### src/rtl/multicycle_controller_if.sv
// Control bundle between the multicycle controller (master) and the datapath (slave).
// The datapath supplies the instruction register and flags; the controller returns every strobe.
interface multicycle_controller_if #(
  parameter int STATE_W = 4
);
  logic [31:0]        INSTRUCTION;
  logic [3:0]         FLAGS;
  logic               A3Src;
  logic               WD3Src;
  logic               AdrSrc;
  logic               IRWrite;
  logic               PCWrite;
  logic               MemWrite;
  logic               RegWrite;
  logic               FlagUpdate;
  logic [1:0]         ALUSrcA;
  logic [1:0]         ALUSrcB;
  logic [1:0]         ResultSrc;
  logic [1:0]         RegSrc;
  logic [2:0]         ALUop;
  logic [2:0]         ShiftType;
  logic [STATE_W-1:0] STATE_OUT;

  modport master (
    input  INSTRUCTION, FLAGS,
    output A3Src, WD3Src, AdrSrc, IRWrite, PCWrite, MemWrite, RegWrite, FlagUpdate,
    output ALUSrcA, ALUSrcB, ResultSrc, RegSrc, ALUop, ShiftType, STATE_OUT
  );

  modport slave (
    output INSTRUCTION, FLAGS,
    input  A3Src, WD3Src, AdrSrc, IRWrite, PCWrite, MemWrite, RegWrite, FlagUpdate,
    input  ALUSrcA, ALUSrcB, ResultSrc, RegSrc, ALUop, ShiftType, STATE_OUT
  );
endinterface

### src/rtl/multicycle_controller.sv
// Moore control FSM for the multicycle datapath: sequences fetch, decode and
// LDR/STR/data-processing/branch execution, with ARM condition evaluation in DECODE.
module multicycle_controller #(
  parameter int STATE_W = 4
) (
  input logic                    clock,
  input logic                    reset,
  multicycle_controller_if.master bus
);

  typedef enum logic [STATE_W-1:0] {
    FETCH   = 4'd0,
    DECODE  = 4'd1,
    MEMADR  = 4'd2,
    MEMREAD = 4'd3,
    MEMWB   = 4'd4,
    MEMWR   = 4'd5,
    EXECR   = 4'd6,
    EXECI   = 4'd7,
    ALUWB   = 4'd8,
    BRANCH  = 4'd9
  } state_t;

  state_t state_q, state_d;
  logic   condEx_q, condEx_d;

  logic [1:0] op;
  logic       iBit, sBit, linkBit, condPass, cmdKnown;
  logic [3:0] cmd, cond;
  logic [2:0] aluCmd;
  logic       nF, zF, cF, vF;
  logic       unusedInstrBits;

  assign op      = bus.INSTRUCTION[27:26];
  assign iBit    = bus.INSTRUCTION[25];
  assign cmd     = bus.INSTRUCTION[24:21];
  assign sBit    = bus.INSTRUCTION[20];
  assign linkBit = bus.INSTRUCTION[24];
  assign cond    = bus.INSTRUCTION[31:28];
  assign {nF, zF, cF, vF} = bus.FLAGS;
  assign unusedInstrBits  = ^{bus.INSTRUCTION[19:7], bus.INSTRUCTION[4:0]};

  always_comb begin
    unique case (cond)
      4'b0000: condPass = zF;
      4'b0001: condPass = ~zF;
      4'b0010: condPass = cF;
      4'b0011: condPass = ~cF;
      4'b0100: condPass = nF;
      4'b0101: condPass = ~nF;
      4'b0110: condPass = vF;
      4'b0111: condPass = ~vF;
      4'b1000: condPass = cF & ~zF;
      4'b1001: condPass = ~cF | zF;
      4'b1010: condPass = (nF == vF);
      4'b1011: condPass = (nF != vF);
      4'b1100: condPass = ~zF & (nF == vF);
      4'b1101: condPass = zF | (nF != vF);
      4'b1110: condPass = 1'b1;
      default: condPass = 1'b0;
    endcase
  end

  // Unmapped commands still run through the ALU as ADD but must never write back.
  always_comb begin
    cmdKnown = 1'b1;
    unique case (cmd)
      4'b0100:          aluCmd = 3'b000;
      4'b0010, 4'b1010: aluCmd = 3'b001;
      4'b0000:          aluCmd = 3'b010;
      4'b1100:          aluCmd = 3'b011;
      4'b1101:          aluCmd = 3'b100;
      default: begin
        aluCmd   = 3'b000;
        cmdKnown = 1'b0;
      end
    endcase
  end

  always_comb begin
    state_d  = FETCH;
    condEx_d = condEx_q;
    case (state_q)
      FETCH:   state_d = DECODE;
      DECODE: begin
        condEx_d = condPass;
        if (condPass) begin
          case (op)
            2'b00:   state_d = iBit ? EXECI : EXECR;
            2'b01:   state_d = MEMADR;
            2'b10:   state_d = BRANCH;
            default: state_d = FETCH;
          endcase
        end
      end
      MEMADR:  state_d = sBit ? MEMREAD : MEMWR;
      MEMREAD: state_d = MEMWB;
      EXECR, EXECI: state_d = (cmd == 4'b1010) ? FETCH : ALUWB;
      default: state_d = FETCH;
    endcase
  end

  always_ff @(posedge clock or negedge reset) begin
    if (!reset) begin
      state_q  <= FETCH;
      condEx_q <= 1'b0;
    end else begin
      state_q  <= state_d;
      condEx_q <= condEx_d;
    end
  end

  logic irWr, pcWr, memWr, regWr, flagUpd;

  // Post-decode writes are additionally qualified by the latched condition result.
  always_comb begin
    bus.A3Src     = 1'b0;
    bus.WD3Src    = 1'b0;
    bus.AdrSrc    = 1'b0;
    bus.ALUSrcA   = 2'b00;
    bus.ALUSrcB   = 2'b00;
    bus.ResultSrc = 2'b00;
    bus.ALUop     = 3'b000;
    bus.RegSrc    = {op == 2'b01, op == 2'b10};
    bus.ShiftType = 3'b111;
    irWr    = 1'b0;
    pcWr    = 1'b0;
    memWr   = 1'b0;
    regWr   = 1'b0;
    flagUpd = 1'b0;
    case (state_q)
      FETCH: begin
        irWr          = 1'b1;
        pcWr          = 1'b1;
        bus.ALUSrcB   = 2'b11;
        bus.ResultSrc = 2'b10;
      end
      DECODE: begin
        bus.ALUSrcB   = 2'b11;
        bus.ResultSrc = 2'b10;
      end
      MEMADR: begin
        bus.ALUSrcA = 2'b01;
        bus.ALUSrcB = 2'b01;
      end
      MEMREAD: bus.AdrSrc = 1'b1;
      MEMWB: begin
        bus.AdrSrc    = 1'b1;
        bus.ResultSrc = 2'b01;
        regWr         = condEx_q;
      end
      MEMWR: begin
        bus.AdrSrc = 1'b1;
        memWr      = condEx_q;
      end
      EXECR, EXECI: begin
        bus.ALUSrcA = 2'b01;
        bus.ALUSrcB = (state_q == EXECI) ? 2'b01 : 2'b00;
        bus.ALUop   = aluCmd;
        flagUpd     = sBit & condEx_q;
        if (state_q == EXECR) bus.ShiftType = {1'b0, bus.INSTRUCTION[6:5]};
      end
      ALUWB: regWr = cmdKnown & condEx_q;
      BRANCH: begin
        bus.ALUSrcA   = 2'b01;
        bus.ALUSrcB   = 2'b01;
        bus.ResultSrc = 2'b10;
        pcWr          = condEx_q;
        regWr         = linkBit & condEx_q;
        bus.A3Src     = linkBit;
        bus.WD3Src    = linkBit;
      end
      default: ;
    endcase
  end

  assign bus.IRWrite    = irWr & reset;
  assign bus.PCWrite    = pcWr & reset;
  assign bus.MemWrite   = memWr & reset;
  assign bus.RegWrite   = regWr & reset;
  assign bus.FlagUpdate = flagUpd & reset;
  assign bus.STATE_OUT  = state_q;

endmodule

### src/flat_wrapper.sv
// flat-port wrapper written by rule: the top's interface ports become plain ports
module multicycle_controller_flat 
#(
  parameter int STATE_W = 4
)
  (clock, reset, bus_INSTRUCTION, bus_FLAGS, bus_A3Src, bus_WD3Src, bus_AdrSrc, bus_IRWrite, bus_PCWrite, bus_MemWrite, bus_RegWrite, bus_FlagUpdate, bus_ALUSrcA, bus_ALUSrcB, bus_ResultSrc, bus_RegSrc, bus_ALUop, bus_ShiftType, bus_STATE_OUT);
  multicycle_controller_if #(.STATE_W(STATE_W)) bus_i ();
  input logic clock;
  input logic reset;
  input wire logic [$bits(bus_i.INSTRUCTION)-1:0] bus_INSTRUCTION;
  input wire logic [$bits(bus_i.FLAGS)-1:0] bus_FLAGS;
  output wire logic [$bits(bus_i.A3Src)-1:0] bus_A3Src;
  output wire logic [$bits(bus_i.WD3Src)-1:0] bus_WD3Src;
  output wire logic [$bits(bus_i.AdrSrc)-1:0] bus_AdrSrc;
  output wire logic [$bits(bus_i.IRWrite)-1:0] bus_IRWrite;
  output wire logic [$bits(bus_i.PCWrite)-1:0] bus_PCWrite;
  output wire logic [$bits(bus_i.MemWrite)-1:0] bus_MemWrite;
  output wire logic [$bits(bus_i.RegWrite)-1:0] bus_RegWrite;
  output wire logic [$bits(bus_i.FlagUpdate)-1:0] bus_FlagUpdate;
  output wire logic [$bits(bus_i.ALUSrcA)-1:0] bus_ALUSrcA;
  output wire logic [$bits(bus_i.ALUSrcB)-1:0] bus_ALUSrcB;
  output wire logic [$bits(bus_i.ResultSrc)-1:0] bus_ResultSrc;
  output wire logic [$bits(bus_i.RegSrc)-1:0] bus_RegSrc;
  output wire logic [$bits(bus_i.ALUop)-1:0] bus_ALUop;
  output wire logic [$bits(bus_i.ShiftType)-1:0] bus_ShiftType;
  output wire logic [$bits(bus_i.STATE_OUT)-1:0] bus_STATE_OUT;
  assign bus_i.INSTRUCTION = bus_INSTRUCTION;
  assign bus_i.FLAGS = bus_FLAGS;
  assign bus_A3Src = bus_i.A3Src;
  assign bus_WD3Src = bus_i.WD3Src;
  assign bus_AdrSrc = bus_i.AdrSrc;
  assign bus_IRWrite = bus_i.IRWrite;
  assign bus_PCWrite = bus_i.PCWrite;
  assign bus_MemWrite = bus_i.MemWrite;
  assign bus_RegWrite = bus_i.RegWrite;
  assign bus_FlagUpdate = bus_i.FlagUpdate;
  assign bus_ALUSrcA = bus_i.ALUSrcA;
  assign bus_ALUSrcB = bus_i.ALUSrcB;
  assign bus_ResultSrc = bus_i.ResultSrc;
  assign bus_RegSrc = bus_i.RegSrc;
  assign bus_ALUop = bus_i.ALUop;
  assign bus_ShiftType = bus_i.ShiftType;
  assign bus_STATE_OUT = bus_i.STATE_OUT;
  multicycle_controller #(.STATE_W(STATE_W)) u_core (.clock(clock), .reset(reset), .bus(bus_i));
endmodule
### config.mk
export PLATFORM = sky130hd
export DESIGN_NAME = multicycle_controller_flat
export DESIGN_NICKNAME = d
export VERILOG_FILES = /design/src/rtl/multicycle_controller_if.sv /design/src/rtl/multicycle_controller.sv /design/src/flat_wrapper.sv
export SDC_FILE = /design/constraint.sdc
export NUM_CORES = 1
export LEC_CHECK = 0
export ABC_AREA = 1
export BUFFER_PORTS_ARGS = -buffer_cell sky130_fd_sc_hd__buf_2
export CORE_MARGIN = 4
export CORE_UTILIZATION = 37
export DETAILED_ROUTE_END_ITERATION = 12
export GPL_TIMING_DRIVEN = 0
export PLACE_DENSITY = 0.79
export SKIP_LAST_GASP = 1
export SYNTH_ARGS = -nofsm -noshare
export SYNTH_HDL_FRONTEND = slang
export SYNTH_SLANG_ARGS = --single-unit
### constraint.sdc
create_clock -name clock -period 1.5 [get_ports clock]
set_input_delay 0 -clock clock [delete_from_list [all_inputs] [get_ports clock]]
set_output_delay 0 -clock clock [all_outputs]
set_load 0.005 [all_outputs]
After elaboration in Yosys (flattened, before gate mapping)
Cells that the tools add are included.
- register bits: 5
- input port bits: 38
- output and inout port bits: 26
- word-level logic and storage cells: 85
- equality and inequality tests: 32
- muxes and demuxes: 23
- bitwise gates (word level): 16
- reductions and logical operators: 12
- operator list (kind ; number):
    $eq 4x4->1 const B ; 12
    $eq 4x3->1 const B ; 9
    $eq 4x2->1 const B ; 5
    $pmux 4 s5 ; 1
    $pmux 1 s15 ; 1
    $logic_not 4->1 ; 3
    $mux 3 ; 4
    $pmux 3 s4 ; 1
    $pmux 4 s3 ; 1
    $and 1x1->1 ; 10
    $mux 1 ; 9
    $eq 4x1->1 const B ; 2
    $mux 4 ; 2
    $reduce_or 2->1 ; 4
    $pmux 2 s3 ; 1
    $reduce_or 3->1 ; 2
    $reduce_or 6->1 ; 1
    $not 1->1 ; 4
    $pmux 2 s2 ; 1
    $reduce_or 4->1 ; 1
    $pmux 1 s3 ; 1
    $eq 2x1->1 const B ; 1
    $eq 2x2->1 const B ; 1
    $logic_not 2->1 ; 1
    other kinds (4) ; 5

Longest topological paths before layout
- word-level depth: 6
- mapped depth: 11
- gate-level depth less buffers: 11

Worst setup path before layout
No wires, ideal clock.
- path type: register to register
- from: reg u_core.state_q[3], in the netlist u_core.bus.STATE_OUT[3]
- to: reg u_core.condEx_q
- setup time: 120 ps
- data arrival time: 1015 ps
- data required time: 1380 ps
- path slack: 365 ps
- cell stages (with the launch flop): 7
- buffers on the path: 0
- period minus slack after synthesis: 1135 ps
- path through: dfrtp_1 > nor2_2 > inv_1 > nor2_2 > inv_1 > o21ai_0 > nand2_1
- cells in the longest elaborated chain, start to end: 1
- ends and longest elaborated chain (what ; RTL line ; RTL):
    start: declaration ; multicycle_controller.sv:24 ; state_t state_q, state_d;
    start signal: assignment ; multicycle_controller.sv:108 ; state_q <= state_d;
    $eq 4x1->1 ; multicycle_controller.sv:83 ; case (state_q)
    end signal: assignment ; multicycle_controller.sv:109 ; condEx_q <= condEx_d;
    end: declaration ; multicycle_controller.sv:25 ; logic condEx_q, condEx_d;
No other way between the ends.
A chain may end at the register's enable or synchronous reset.

Final worst setup path
- from: reg u_core.state_q[2], in the netlist u_core.bus.STATE_OUT[2]
- to: out bus_ALUop[0]
- cells in the longest elaborated chain, start to end: 3
- elaborated cells on any way between the ends: 4
- classes of those cells: eq/ne (2); mux (1); reduce/logical (1)
- ends and longest elaborated chain (what ; RTL line ; RTL):
    $eq 4x3->1 ; multicycle_controller.sv:131 ; case (state_q)
    $reduce_or 2->1 (*) ; multicycle_controller.sv:131 ;
    $mux 3 (*) ; multicycle_controller.sv:131 ;
    end: declaration ; flat_wrapper.sv:24 ; output wire logic [$bits(bus_i.ALUop)-1:0] bus_ALUop;
Mark *: on every way between the ends. The rest lies on a longest branch, timed or not.

==> impl_metrics.yaml <==
yosys:
  synthAdderAreaFrac: 0
  synth_sequential_area_ratio: 0.174
  cell_area_after_synthesis_sq_um: 718
  dominant_combinational_cell_family_by_area_after_synthesis: "simple AND/OR/NAND/NOR gates"
  netlist_instances: 138
  synth_warnings: 0
  ys_seq_elements: 5
  syn_area_per_cell_sq_um: 5.20
  synth.mux.area_fraction: 0
  yosys.area_share.xor_xnor: 0
  synthSimpleGateAreaFrac: 0.549
  netlist-cell-type-count: 20
  compound_cell_area_share_of_the_yosys_netlist: 0.105
  synth_fp_nets: 176
worst_setup_path:
  crit_top_cell: "sky130_fd_sc_hd__inv_2"
  cp.arrival_ns: 1.41
  critPathCaptureType: "output pin"
  category_of_cells_accounting_for_the_largest_share_of_critical_path_delay: "flip-flops"
  critPathBufInv: 4
  crit_type: "reg -> out"
  crit_path_cell_trace: "inv_2 > nor2_4 > inv_2 > nor2_2 > inv_1 > a21oi_1 > buf_2"
  setup.worst_path.start_class: "register"
  required_ns: 1.50
  worst_path_max_delay_cell: "sky130_fd_sc_hd__dfrtp_1"
  critical_path_peak_fanout: 5
  crit_path_max_incr_delay_ns: 0.41
sta:
  hold_slack_ns: 0.0587
  grt_setup_unrepaired: "yes"
  finalCriticalPeriod_ns: 1.41
  fin_crit_sh: 0.941
  worst_clock_skew_ns: 0.00294
  clock.fmax_mhz: 709
  final_max_slew_viol_count: 0
  report.final.setup_viol: 0
  timing_hold_violations_final: 0
floorplanning:
  area_of_the_die_sq_mm: 0.00271
  start_util: 0.403
  design.portCount: 64
  std_cell_rows: 15
  die_width_microns: 52.1
  die_height_microns: 52.1
  floorplan_core_area_sq_mm: 0.00178
pwr:
  worst_ir_drop_vdd_mv: 0.545
  p_per_area_mw_per_mm2: 1060
  total_power_w: 0.00117
  netSwitchingFraction: 0.486
  power.static_leakage_nw: 0.663
  internal_pwr_total_w: 0.000600
  comb_power_share: 0.642
  netSwitchingPower_w: 0.000567
  p_clk_frac: 0.132
  sequentialPowerShare: 0.226
global_routing:
  grt_first_pass_wirelength_mm: 3.45
  overflow: 0
  grt_start_max_net_pins: 10
  first_global_vias: 878
  grt_antenna_before_repair: 0
  grt_util_all_layers: 0.163
final_layout:
  n_antenna_cell: 0
  area.sequential_sq_um: 129
  stdcell_area_sq_mm: 0.00111
  layout_common_cells: "sky130_fd_sc_hd__buf_2 (44), sky130_fd_sc_hd__nand2_1 (36), sky130_fd_sc_hd__inv_1 (21)"
  area_delta_synth_final_pct: 54.0
  fin_nets: 231
  final_layout_size_suffix_gt1_frac: 0.396
  n_fill_cell: 175
  layout.cells.most_common: "sky130_fd_sc_hd__buf_2"
  multi_input_area_sq_um: 522
route:
  postRouteWirelength_mm: 2.23
  dr.first_iter.drc_count: 27
  sum_of_met2_wire_segment_lengths_after_detailed_routing_mm: 1.09
  dr.pass1.iters: 4
  route.layer.met1.wl_microns: 977
  num_vias: 1030
  drc: 0
  post_drt_via_cell_ratio: 4.75
  route.top_layer_used: "met3"
  wl_cell_microns: 10.3
  count_of_antenna_violating_nets_left_after_detailed_routing: 0
  met3RoutedLength_microns: 161
outcome:
  outcome: "complete, no violations"
clocking:
  path_clk_slew_ns: 0.04
  clock-sinks: 5
  tritoncts: "done"
  clkLatencyLatePin_ns: 0.24
  clockRootBuffer: "sky130_fd_sc_hd__clkbuf_4"
  clk_path_buf_depth: 2
  numCtsBuffers: 3
  ctsHtreeMaxLevel: 1
placement:
  placed_cell_area_sq_um: 970
  place.port_buffers: 44
  place_congestion: 0.841
  dp_hpwl_mm: 1.74
job:
  cap_violations: 0
min_path:
  holdCritPathClass: "in -> reg"
power groups by stage:
| stage | sequential (W) | clock (W) | combinational, W |
|---|---|---|---|
| 2_1_floorplan | 0.000225 | 0 | 0.000371 |
| 3_3_place_gp | 0.000225 | 0 | 0.000601 |
| 3_5_place_dp | 0.000227 | 0 | 0.000612 |
| 4_1_cts | 0.000224 | 0.000161 | 0.000621 |
| 5_1_grt | 0.000269 | 0.000167 | 0.000834 |
| 6_report | 0.000263 | 0.000155 | 0.000749 |
final cells by class:
class                   count  share of cell area
inverters                  28               0.102
clock buffers               4              0.0238
plain buffers               2              0.0136
flip-flops and latches      5               0.117
well taps                  25              0.0283
repair buffers             50               0.244
multi-input cells         103               0.472
flip-flops by register name, summed over array words and instances, names as in the netlist:
| register | flops |
|---|---|
| u_core.bus.STATE_OUT | 4 |
| u_core.condEx_q | 1 |
per-stage QoR:
stage | setup TNS [ns] | cells | utilization | setup WS (ns)
after floorplan | 0 | 138 | - | 0.365
after global placement | 0 | 207 | 0.544 | 0.222
after detailed placement | 0 | 207 | 0.544 | 0.238
after CTS | -0.0581 | 213 | 0.570 | -0.0297
after global routing | -0.215 | 217 | 0.620 | -0.0501
final | 0 | 217 | 0.620 | 0.0890
final timing paths:
kind                                    startpoint                       to  slack, ns  cells after the start
min reg2reg                        u_core.condEx_q          u_core.condEx_q       0.53                      2
min                            bus_INSTRUCTION[26]  u_core.bus.STATE_OUT[2]       0.06                      4
max                        u_core.bus.STATE_OUT[2]             bus_ALUop[0]       0.09                      7
max reg2reg                u_core.bus.STATE_OUT[3]  u_core.bus.STATE_OUT[1]       0.27                      7
max in group asynchronous                    reset  u_core.bus.STATE_OUT[3]       1.22                      2
min in group asynchronous                    reset  u_core.bus.STATE_OUT[1]       0.11                      2
cell usage after synthesis (all sizes together):
cell type  instances  area [sq um]
a21oi              5          25.0
buf                2          15.0
conb               1          3.75
dfrtp              5           125
inv               28           105
nand2             38           148
nand3             16          80.1
nand3b             2          15.0
nor2              25           109
nor3               6          30.0
o21ai              4          20.0
o21bai             1          7.51
o22ai              1          6.26
o311ai             1          8.76
o31ai              1          7.51
or2                2          12.5
routing by layer:
| layer | up-vias | GRT usage |
|---|---|---|
| li1 | 538 | - |
| met5 | - | 0 |
| met4 | 0 | 0.0262 |
| met3 | 0 | 0.0458 |
| met2 | 39 | 0.276 |
| met1 | 453 | 0.206 |
cell families (layout without fill, tap and decap cells):
kind of cell,Yosys count,after routing
compound gates,13,13
simple gates,89,89
buf+inv,30,84
other cells,1,1
flops,5,5
what timing repair did:
action	in CTS	in global routing
pin swaps	0	4
setup buffers	0	4
endpoints found under the setup margin	2	14
gates resized for setup	0	21
gates cloned	0	0
hold buffers	2	0
endpoints found under the hold margin	6	0
tightest hold or removal path, cell delays in order:
cell	delay, ns
sky130_fd_sc_hd__buf_2	0.10
sky130_fd_sc_hd__nor2_1	0.04
sky130_fd_sc_hd__nand3_1	0.07
sky130_fd_sc_hd__nand2_1	0.04
Power figures use the tool's default switching activity.
